### src/rtl/hazard_unit.sv
// EX operand-forward select, load-use stall and branch flush control for the
// 5-stage RV32I pipeline, with saturating stall/flush event counters.
package hazard_unit_pkg;
    typedef enum logic [1:0] {
        ID2EX_BUF   = 2'd0,
        MEM_FORWARD = 2'd1,
        WB_FORWARD  = 2'd2
    } alu_data_sel_t;
endpackage

module hazard_unit
    import hazard_unit_pkg::*;
#(
    parameter int REG_ADDR_W = 5,
    parameter int CNT_W      = 32
) (
    input  logic                  clk_i,
    input  logic                  rst_i,
    input  logic                  id_valid_i,
    input  logic [REG_ADDR_W-1:0] id_rs1_addr_i,
    input  logic [REG_ADDR_W-1:0] id_rs2_addr_i,
    input  logic [REG_ADDR_W-1:0] id_rd_addr_i,
    input  logic                  id_reg_write_i,
    input  logic                  id_mem_read_i,
    input  logic                  branch_taken_i,
    input  logic                  ext_stall_i,
    output alu_data_sel_t         alu_rs1_data_sel_c_o,
    output alu_data_sel_t         alu_rs2_data_sel_c_o,
    output logic                  stall_o,
    output logic                  flush_o,
    output logic [CNT_W-1:0]      stall_cnt_o,
    output logic [CNT_W-1:0]      flush_cnt_o
);

    logic                  ex_valid_q, ex_valid_d;
    logic [REG_ADDR_W-1:0] ex_rs1_q, ex_rs1_d;
    logic [REG_ADDR_W-1:0] ex_rs2_q, ex_rs2_d;
    logic [REG_ADDR_W-1:0] ex_rd_q, ex_rd_d;
    logic                  ex_reg_write_q, ex_reg_write_d;
    logic                  ex_mem_read_q, ex_mem_read_d;
    logic                  mem_valid_q, mem_valid_d;
    logic [REG_ADDR_W-1:0] mem_rd_q, mem_rd_d;
    logic                  mem_reg_write_q, mem_reg_write_d;
    logic                  wb_valid_q, wb_valid_d;
    logic [REG_ADDR_W-1:0] wb_rd_q, wb_rd_d;
    logic                  wb_reg_write_q, wb_reg_write_d;
    logic [CNT_W-1:0]      stall_cnt_q, stall_cnt_d;
    logic [CNT_W-1:0]      flush_cnt_q, flush_cnt_d;

    logic luse_c;
    logic flush_c;

    function automatic alu_data_sel_t fwd_sel(
        input logic                  ex_valid,
        input logic [REG_ADDR_W-1:0] rs,
        input logic                  mem_valid,
        input logic                  mem_wr,
        input logic [REG_ADDR_W-1:0] mem_rd,
        input logic                  wb_valid,
        input logic                  wb_wr,
        input logic [REG_ADDR_W-1:0] wb_rd
    );
        if (!ex_valid || rs == '0) return ID2EX_BUF;
        if (mem_valid && mem_wr && mem_rd == rs) return MEM_FORWARD;
        if (wb_valid && wb_wr && wb_rd == rs) return WB_FORWARD;
        return ID2EX_BUF;
    endfunction

    function automatic logic [CNT_W-1:0] sat_inc(input logic [CNT_W-1:0] v);
        return (&v) ? v : v + {{(CNT_W-1){1'b0}}, 1'b1};
    endfunction

    assign alu_rs1_data_sel_c_o = fwd_sel(ex_valid_q, ex_rs1_q, mem_valid_q, mem_reg_write_q,
                                          mem_rd_q, wb_valid_q, wb_reg_write_q, wb_rd_q);
    assign alu_rs2_data_sel_c_o = fwd_sel(ex_valid_q, ex_rs2_q, mem_valid_q, mem_reg_write_q,
                                          mem_rd_q, wb_valid_q, wb_reg_write_q, wb_rd_q);

    // A branch in EX squashes the dependent ID instruction, so it overrides the load-use stall.
    always_comb begin
        luse_c  = id_valid_i && ex_valid_q && ex_mem_read_q && ex_reg_write_q &&
                  (ex_rd_q != '0) &&
                  (ex_rd_q == id_rs1_addr_i || ex_rd_q == id_rs2_addr_i);
        flush_c = !ext_stall_i && branch_taken_i;
        stall_o = ext_stall_i || (!branch_taken_i && luse_c);
        flush_o = flush_c;
    end

    always_comb begin
        ex_valid_d      = ex_valid_q;
        ex_rs1_d        = ex_rs1_q;
        ex_rs2_d        = ex_rs2_q;
        ex_rd_d         = ex_rd_q;
        ex_reg_write_d  = ex_reg_write_q;
        ex_mem_read_d   = ex_mem_read_q;
        mem_valid_d     = mem_valid_q;
        mem_rd_d        = mem_rd_q;
        mem_reg_write_d = mem_reg_write_q;
        wb_valid_d      = wb_valid_q;
        wb_rd_d         = wb_rd_q;
        wb_reg_write_d  = wb_reg_write_q;
        stall_cnt_d     = stall_cnt_q;
        flush_cnt_d     = flush_cnt_q;
        if (!ext_stall_i) begin
            wb_valid_d      = mem_valid_q;
            wb_rd_d         = mem_rd_q;
            wb_reg_write_d  = mem_reg_write_q;
            mem_valid_d     = ex_valid_q;
            mem_rd_d        = ex_rd_q;
            mem_reg_write_d = ex_reg_write_q;
            ex_valid_d      = id_valid_i && !flush_c && !luse_c;
            ex_rs1_d        = id_rs1_addr_i;
            ex_rs2_d        = id_rs2_addr_i;
            ex_rd_d         = id_rd_addr_i;
            ex_reg_write_d  = id_reg_write_i;
            ex_mem_read_d   = id_mem_read_i;
            if (flush_c) begin
                flush_cnt_d = sat_inc(flush_cnt_q);
            end else if (luse_c) begin
                stall_cnt_d = sat_inc(stall_cnt_q);
            end
        end
    end

    // Slot valids and counters carry reset; slot payload is don't-care while invalid.
    always_ff @(posedge clk_i or posedge rst_i) begin
        if (rst_i) begin
            ex_valid_q  <= 1'b0;
            mem_valid_q <= 1'b0;
            wb_valid_q  <= 1'b0;
            stall_cnt_q <= '0;
            flush_cnt_q <= '0;
        end else begin
            ex_valid_q  <= ex_valid_d;
            mem_valid_q <= mem_valid_d;
            wb_valid_q  <= wb_valid_d;
            stall_cnt_q <= stall_cnt_d;
            flush_cnt_q <= flush_cnt_d;
        end
    end

    always_ff @(posedge clk_i) begin
        ex_rs1_q        <= ex_rs1_d;
        ex_rs2_q        <= ex_rs2_d;
        ex_rd_q         <= ex_rd_d;
        ex_reg_write_q  <= ex_reg_write_d;
        ex_mem_read_q   <= ex_mem_read_d;
        mem_rd_q        <= mem_rd_d;
        mem_reg_write_q <= mem_reg_write_d;
        wb_rd_q         <= wb_rd_d;
        wb_reg_write_q  <= wb_reg_write_d;
    end

    assign stall_cnt_o = stall_cnt_q;
    assign flush_cnt_o = flush_cnt_q;

endmodule
### config.mk
export PLATFORM = sky130hd
export DESIGN_NAME = hazard_unit
export DESIGN_NICKNAME = d
export VERILOG_FILES = /design/src/rtl/hazard_unit.sv
export SDC_FILE = /design/constraint.sdc
export NUM_CORES = 1
export LEC_CHECK = 0
export CAP_MARGIN = 20
export CORE_MARGIN = 2
export CORE_UTILIZATION = 40
export CTS_CLUSTER_SIZE = 8
export DETAILED_ROUTE_END_ITERATION = 12
export PLACE_DENSITY = 0.66
export SETUP_SLACK_MARGIN = 0.15
export SKIP_CTS_REPAIR_TIMING = 1
export SYNTH_ARGS = -nofsm -noshare
export SYNTH_HDL_FRONTEND = slang
export SYNTH_SLANG_ARGS = --single-unit
### constraint.sdc
create_clock -name clk_i -period 2 [get_ports clk_i]
set_input_delay 0.4 -clock clk_i [delete_from_list [all_inputs] [get_ports clk_i]]
set_output_delay 0.4 -clock clk_i [all_outputs]
set_load 0.05 [all_outputs]
# Word-level counts from Yosys, hierarchy flattened
# Cells that the tools add are included.
[totals] regBits=96 latch_bits=0 mem_bits_rw=0 mem_bits_ro=0 input_bits=22 output_inout_bits=70 wordCells=81 memories=0
[op_classes] addsub=2 n_mul=0 n_div=0 order_cmp=0 n_eq_ne=6 shift=0 muxes=24 bitwise_logic=4 n_reduce_logical=31
[ops] op="$add A32 B1 Y32 const B" count=2
[ops] op="$reduce_and A32 Y1" count=2
[ops] op="$eq A5 B5 Y1" count=6
[ops] op="$mux W2" count=12
[ops] op="$logic_and A1 B1 Y1" count=15
[ops] op="$mux W1" count=12
[ops] op="$logic_not A5 Y1" count=2
[ops] op="$logic_not A1 Y1" count=5
[ops] op="$reduce_bool A5 Y1" count=1
[ops] op="$logic_or A1 B1 Y1" count=4
[ops] op="$not A1 Y1" count=4
[ops] op="$reduce_and A4 Y1" count=1
[ops] op="$reduce_and A3 Y1" count=1

# Longest topological paths before layout
[logic_depth] word_depth=9 ltp_mapped=9 depth_no_buf=8

# Least setup slack after synthesis
# No wires, ideal clock.
[synth_timing] kind="reg-to-output" from="register mem_rd_q[1]" to="output alu_rs2_data_sel_c_o[0]" arrival_time_ps=2243 t_required_ps=1600 setup_slack_ps=-643 stages_incl_launch_ff=4 path_cell_list="edfxtp_1 xnor2_1 nand4_1 nor4_1"
[synth_via] elab_chain_cells=7
[synth_rtl] element="start: declaration" line="42" source="logic [REG_ADDR_W-1:0] mem_rd_q, mem_rd_d;"
[synth_rtl] element="start signal: assignment" line="147" source="mem_rd_q <= mem_rd_d;"
[synth_rtl] element="$eq A5 B5 Y1 *" line="64" source="if (mem_valid && mem_wr && mem_rd == rs) return MEM_FORWARD;"
[synth_rtl] element="$logic_and A1 B1 Y1 *" line="64"
[synth_rtl] element="$mux W2" line="64"
[synth_rtl] element="$mux W2" line="65" source="if (wb_valid && wb_wr && wb_rd == rs) return WB_FORWARD;"
[synth_rtl] element="$mux W2" line="66" source="return ID2EX_BUF;"
[synth_rtl] element="$mux W2 *" line="65"
[synth_rtl] element="$mux W2 *" line="64"
[synth_rtl] element="end: declaration" line="28" source="output alu_data_sel_t alu_rs2_data_sel_c_o,"
# Every way passes the cells marked *; elsewhere a longest branch is shown, timed or not. The select of a mux whose other input is x is not followed.

# Worst setup path after layout
[layout_timing] from="register ex_rd_q[1]" to="output stall_o"
[layout_via] elab_chain_cells=5
[layout_rtl] element="start: declaration" line="38" source="logic [REG_ADDR_W-1:0] ex_rd_q, ex_rd_d;"
[layout_rtl] element="start signal: assignment" line="144" source="ex_rd_q <= ex_rd_d;"
[layout_rtl] element="$eq A5 B5 Y1 / $reduce_bool A5 Y1 (equally long branches)" line="82, 81"
[layout_rtl] element="$logic_or A1 B1 Y1 / $logic_and A1 B1 Y1 (equally long branches)" line="82, 80"
[layout_rtl] element="$logic_and A1 B1 Y1 *" line="81" source="(ex_rd_q != '0) &&"
[layout_rtl] element="$logic_and A1 B1 Y1 *" line="84" source="stall_o = ext_stall_i || (!branch_taken_i && luse_c);"
[layout_rtl] element="$logic_or A1 B1 Y1 *" line="84"
[layout_rtl] element="end: declaration" line="29" source="output logic stall_o,"
# Every way passes the cells marked *; elsewhere a longest branch is shown, timed or not.

==> summary.txt <==
Timing
  • RSZ-0062 raised after global routing: true
  • Slew @ Worst Pin: 0.520 ns
  • Final worst slack: -0.284 ns
  • Skew final: 0.0131 ns
  • Crit share post-route: 114%
  • Final max-slew violation count: 0
  • F_max: 438 MHz
  • Crit path time final: 2.28 ns
  • Max_slew headroom: 65.3%
  • Final setup viols: 32
  • Total negative slack: -4.02 ns
  • Final-report hold violation count: 0

Cells and area
  • Register Area: 0.00261 mm²
  • Nets: 547
  • Ant diodes: 0
  • Layout area overhead: 49.6%
  • Finished Core Util: 61.4%
  • Final std cells w/o fill: 668
  • Layout cell share with drive strength beyond 1: 37.1%
  • Multi-input logic area: 0.00211 mm²
  • Design area: 0.00669 mm²
  • Fillers: 866

Synthesis
  • Distinct cell type count after synthesis: 41
  • Post-synth top flop: dfrtp_1
  • Top cell type's share of synthesized area: 37.5%
  • Asr flop ratio synth: 69.8%
  • Syn_area_per_cell: 12.1 µm²
  • Main area contributors after synthesis: dfrtp_1 37%, edfxtp_1 19%, xnor2_1 14%, nand4_1 4.5%, xor2_1 3.7%
  • Syn nets: 393
  • Synth Warn #: 0
  • EDFF count, synth: 29
  • Most common cell in the netlist: xnor2_1
  • Sequential-to-total area share from yosys stat: 57.0%
  • Cell taking the most area after synthesis: dfrtp_1
  • Cells after Synth: 369
  • Synth cell count leaders: 72 x xnor2_1, 67 x dfrtp_1, 32 x nand3_1, 32 x nand4_1, 29 x edfxtp_1
  • Yosys reg bits: 96
  • Netlist area before placement: 0.00447 mm²

Placed design
  • Port Buffers: 91
  • Setup Slack @ Placement: -0.332 ns
  • Routability cong.: 0.788
  • Hpwl dp: 7410 µm
  • Cell count after placement: 634
  • Post-Place Cell Area: 0.00597 mm²

Routing
  • DRT Pass-1 Iters: 4
  • Antenna viol nets, final: 0
  • Via Count: 3,366
  • Iter 0 DRT Violations: 143
  • DRC viols: 0
  • Vias per inst: 5.04
  • Routed WL: 10,600 µm
  • Avg WL per Cell: 15.8 µm

Power and ir drop
  • Cell Pwr Density: 637 mW/mm²
  • Worst IR Drop VDD: 0.471 mV
  • Seq pwr share: 53.5%
  • Pleak: 3.51 nW
  • Logic gate share of total power: 17.9%
  • Internal: 3.04 mW
  • Switching Share: 28.6%
  • Clk pwr share: 28.6%
  • Sw power: 1.22 mW

Worst setup path
  • WP data required: 1.60 ns
  • Crit Path Max Fanout: 2
  • Slowest cell on crit path: or4_4
  • WS Path Type: reg -> out
  • Buffers & Inverters on Critical Path: 2
  • Worst EP arrival: 1.88 ns
  • Delay-heaviest family, CP: simple AND/OR/NAND/NOR gates
  • Crit path largest cell delay: 0.56 ns
  • CP Launch Type: flip-flop
  • Crit end category: output pin
  • Crit-path cells: or4_4 -> o21ai_2 -> buf_4 -> o31ai_4 -> buf_12

Global routing
  • Total gr overflow: 0
  • Initial antenna violation count: 0
  • Vias in the first global route: 3,358
  • Largest net degree at the start of global routing: 68
  • GRT Resource Usage Total: 17.7%
  • First-pass GRT wire length: 16,400 µm

Status
  • Failing checks: setup timing
  • Status: complete, but fails checks

Floorplan
  • Chip width: 110 µm
  • Die area: 0.0120 mm²
  • Initial Util: 41.1%
  • Io pins: 92
  • Placement Rows: 38
  • Die H: 110 µm
  • CORE AREA: 0.0109 mm²

Clocking
  • CTS sink cnt: 96
  • CTS H-Tree Depth: 3
  • CTS tree: done
  • Clk_lat worst skew: 0.36 ns
  • Clock buffer depth: 2
  • Clk pin slew, worst setup/hold paths: 0.09 ns
  • Total CTS buffers: 9
  • Clock root buffer: clkbuf_8

Flow run
  • MaxCap Viol Count: 0

Min path
  • Tightest Hold Check Type: in -> async
-- cells in the final DEF, fill, tap and decap left out, types with 3 or more instances in the layout --
master and n:
nand3_1 22, nor2_1 12, edfxtp_1 29, and4_1 5, and3_1 12, buf_12 4
clkbuf_1 3, inv_1 7, dfrtp_1 15, nor4_4 4, or4_4 3, nor3_2 5
nand3_2 9, buf_6 9, clkbuf_8 9, buf_4 57, and2_1 4, nand4_1 32
xnor2_2 3, dlymetal6s2s_1 54, nand2_1 20, xor2_1 18, xnor2_1 69, mux2_2 4
and4_4 3, and3_4 5, clkdlybuf4s50_1 21, nor3_1 3, dfrtp_2 52
-- stage by stage --
stage	power, mW	hold slack, ns
floorplan	2.74	0.419
global placement	3.04	0.462
detailed placement	3.05	0.445
CTS	4.27	0.476
global route	4.46	0.493
finish	4.26	0.472
-- flip-flops by register name (all words and copies together), names as in the netlist --
signal           count
ex_rs2_q             5
wb_reg_write_q       1
wb_valid_q           1
ex_rs1_q             5
ex_valid_q           1
mem_rd_q             5
wb_rd_q              5
ex_rd_q              5
flush_cnt_o         32
stall_cnt_o         32
ex_reg_write_q       1
ex_mem_read_q        1
mem_reg_write_q      1
mem_valid_q          1
-- cells by family after synthesis --
group,count (synthesis),share of synthesized area (%)
mux,4,1.01
flops,96,57.0
compound gates,11,2.38
simple gates,150,19.5
buf+inv,15,1.79
fa+ha+maj,2,0.559
xor+xnor,91,17.8
-- power groups by stage --
| stage | Clock (mW) | Sequential [mW] | Combinational [mW] |
|---|---|---|---|
| 6_report | 1.22 | 2.28 | 0.762 |
| 5_1_grt | 1.34 | 2.30 | 0.822 |
| 2_1_floorplan | 0 | 2.50 | 0.237 |
| 4_1_cts | 1.26 | 2.28 | 0.739 |
| 3_3_place_gp | 0 | 2.31 | 0.730 |
| 3_5_place_dp | 0 | 2.31 | 0.738 |
-- layer usage --
metal / share of wire, % / global-route usage [%] / vias to the layer above / routed length, µm
li1: - / - / 1626 / -
met1: 44 / 23.8 / 1660 / 4630
met2: 50 / 28.2 / 71 / 5280
met3: 5.1 / 4.62 / 9 / 541
met4: 0.94 / 5.15 / 0 / 99
met5: 0 / 0 / - / 0
-- area by class of cell --
type | count | area share, %
flip-flops and latches | 96 | 39.0
multi-input cells | 258 | 31.6
repair buffers | 148 | 23.3
well taps | 140 | 2.62
clock buffers | 12 | 2.02
clock inverters | 4 | 0.692
inverters | 10 | 0.692
-- final timing paths --
kind                            depth (start not counted)  slack, ns                     endpoint                   startpoint
worst min-delay path                                    3       0.47  flush_cnt_o[23]$_DFFE_PP0P_                        rst_i
worst max-delay path                                    5      -0.28                      stall_o         ex_rd_q[1]$_DFFE_PN_
worst min register to register                          1       0.47  stall_cnt_o[28]$_DFFE_PP0P_  stall_cnt_o[28]$_DFFE_PP0P_
min in group clk_i                                      1       0.47  stall_cnt_o[28]$_DFFE_PP0P_  stall_cnt_o[28]$_DFFE_PP0P_
max in group asynchronous                               3       1.22   flush_cnt_o[9]$_DFFE_PP0P_                        rst_i
worst max register to register                         10      -0.16   stall_cnt_o[1]$_DFFE_PP0P_         ex_rd_q[4]$_DFFE_PN_
-- worst min-delay path, stage by stage --
cell	delay (ns)
clkdlybuf4s50_1	0.44
clkinvlp_4	0.09
buf_12	0.31
No activity file was read; power rests on OpenSTA's default activity.
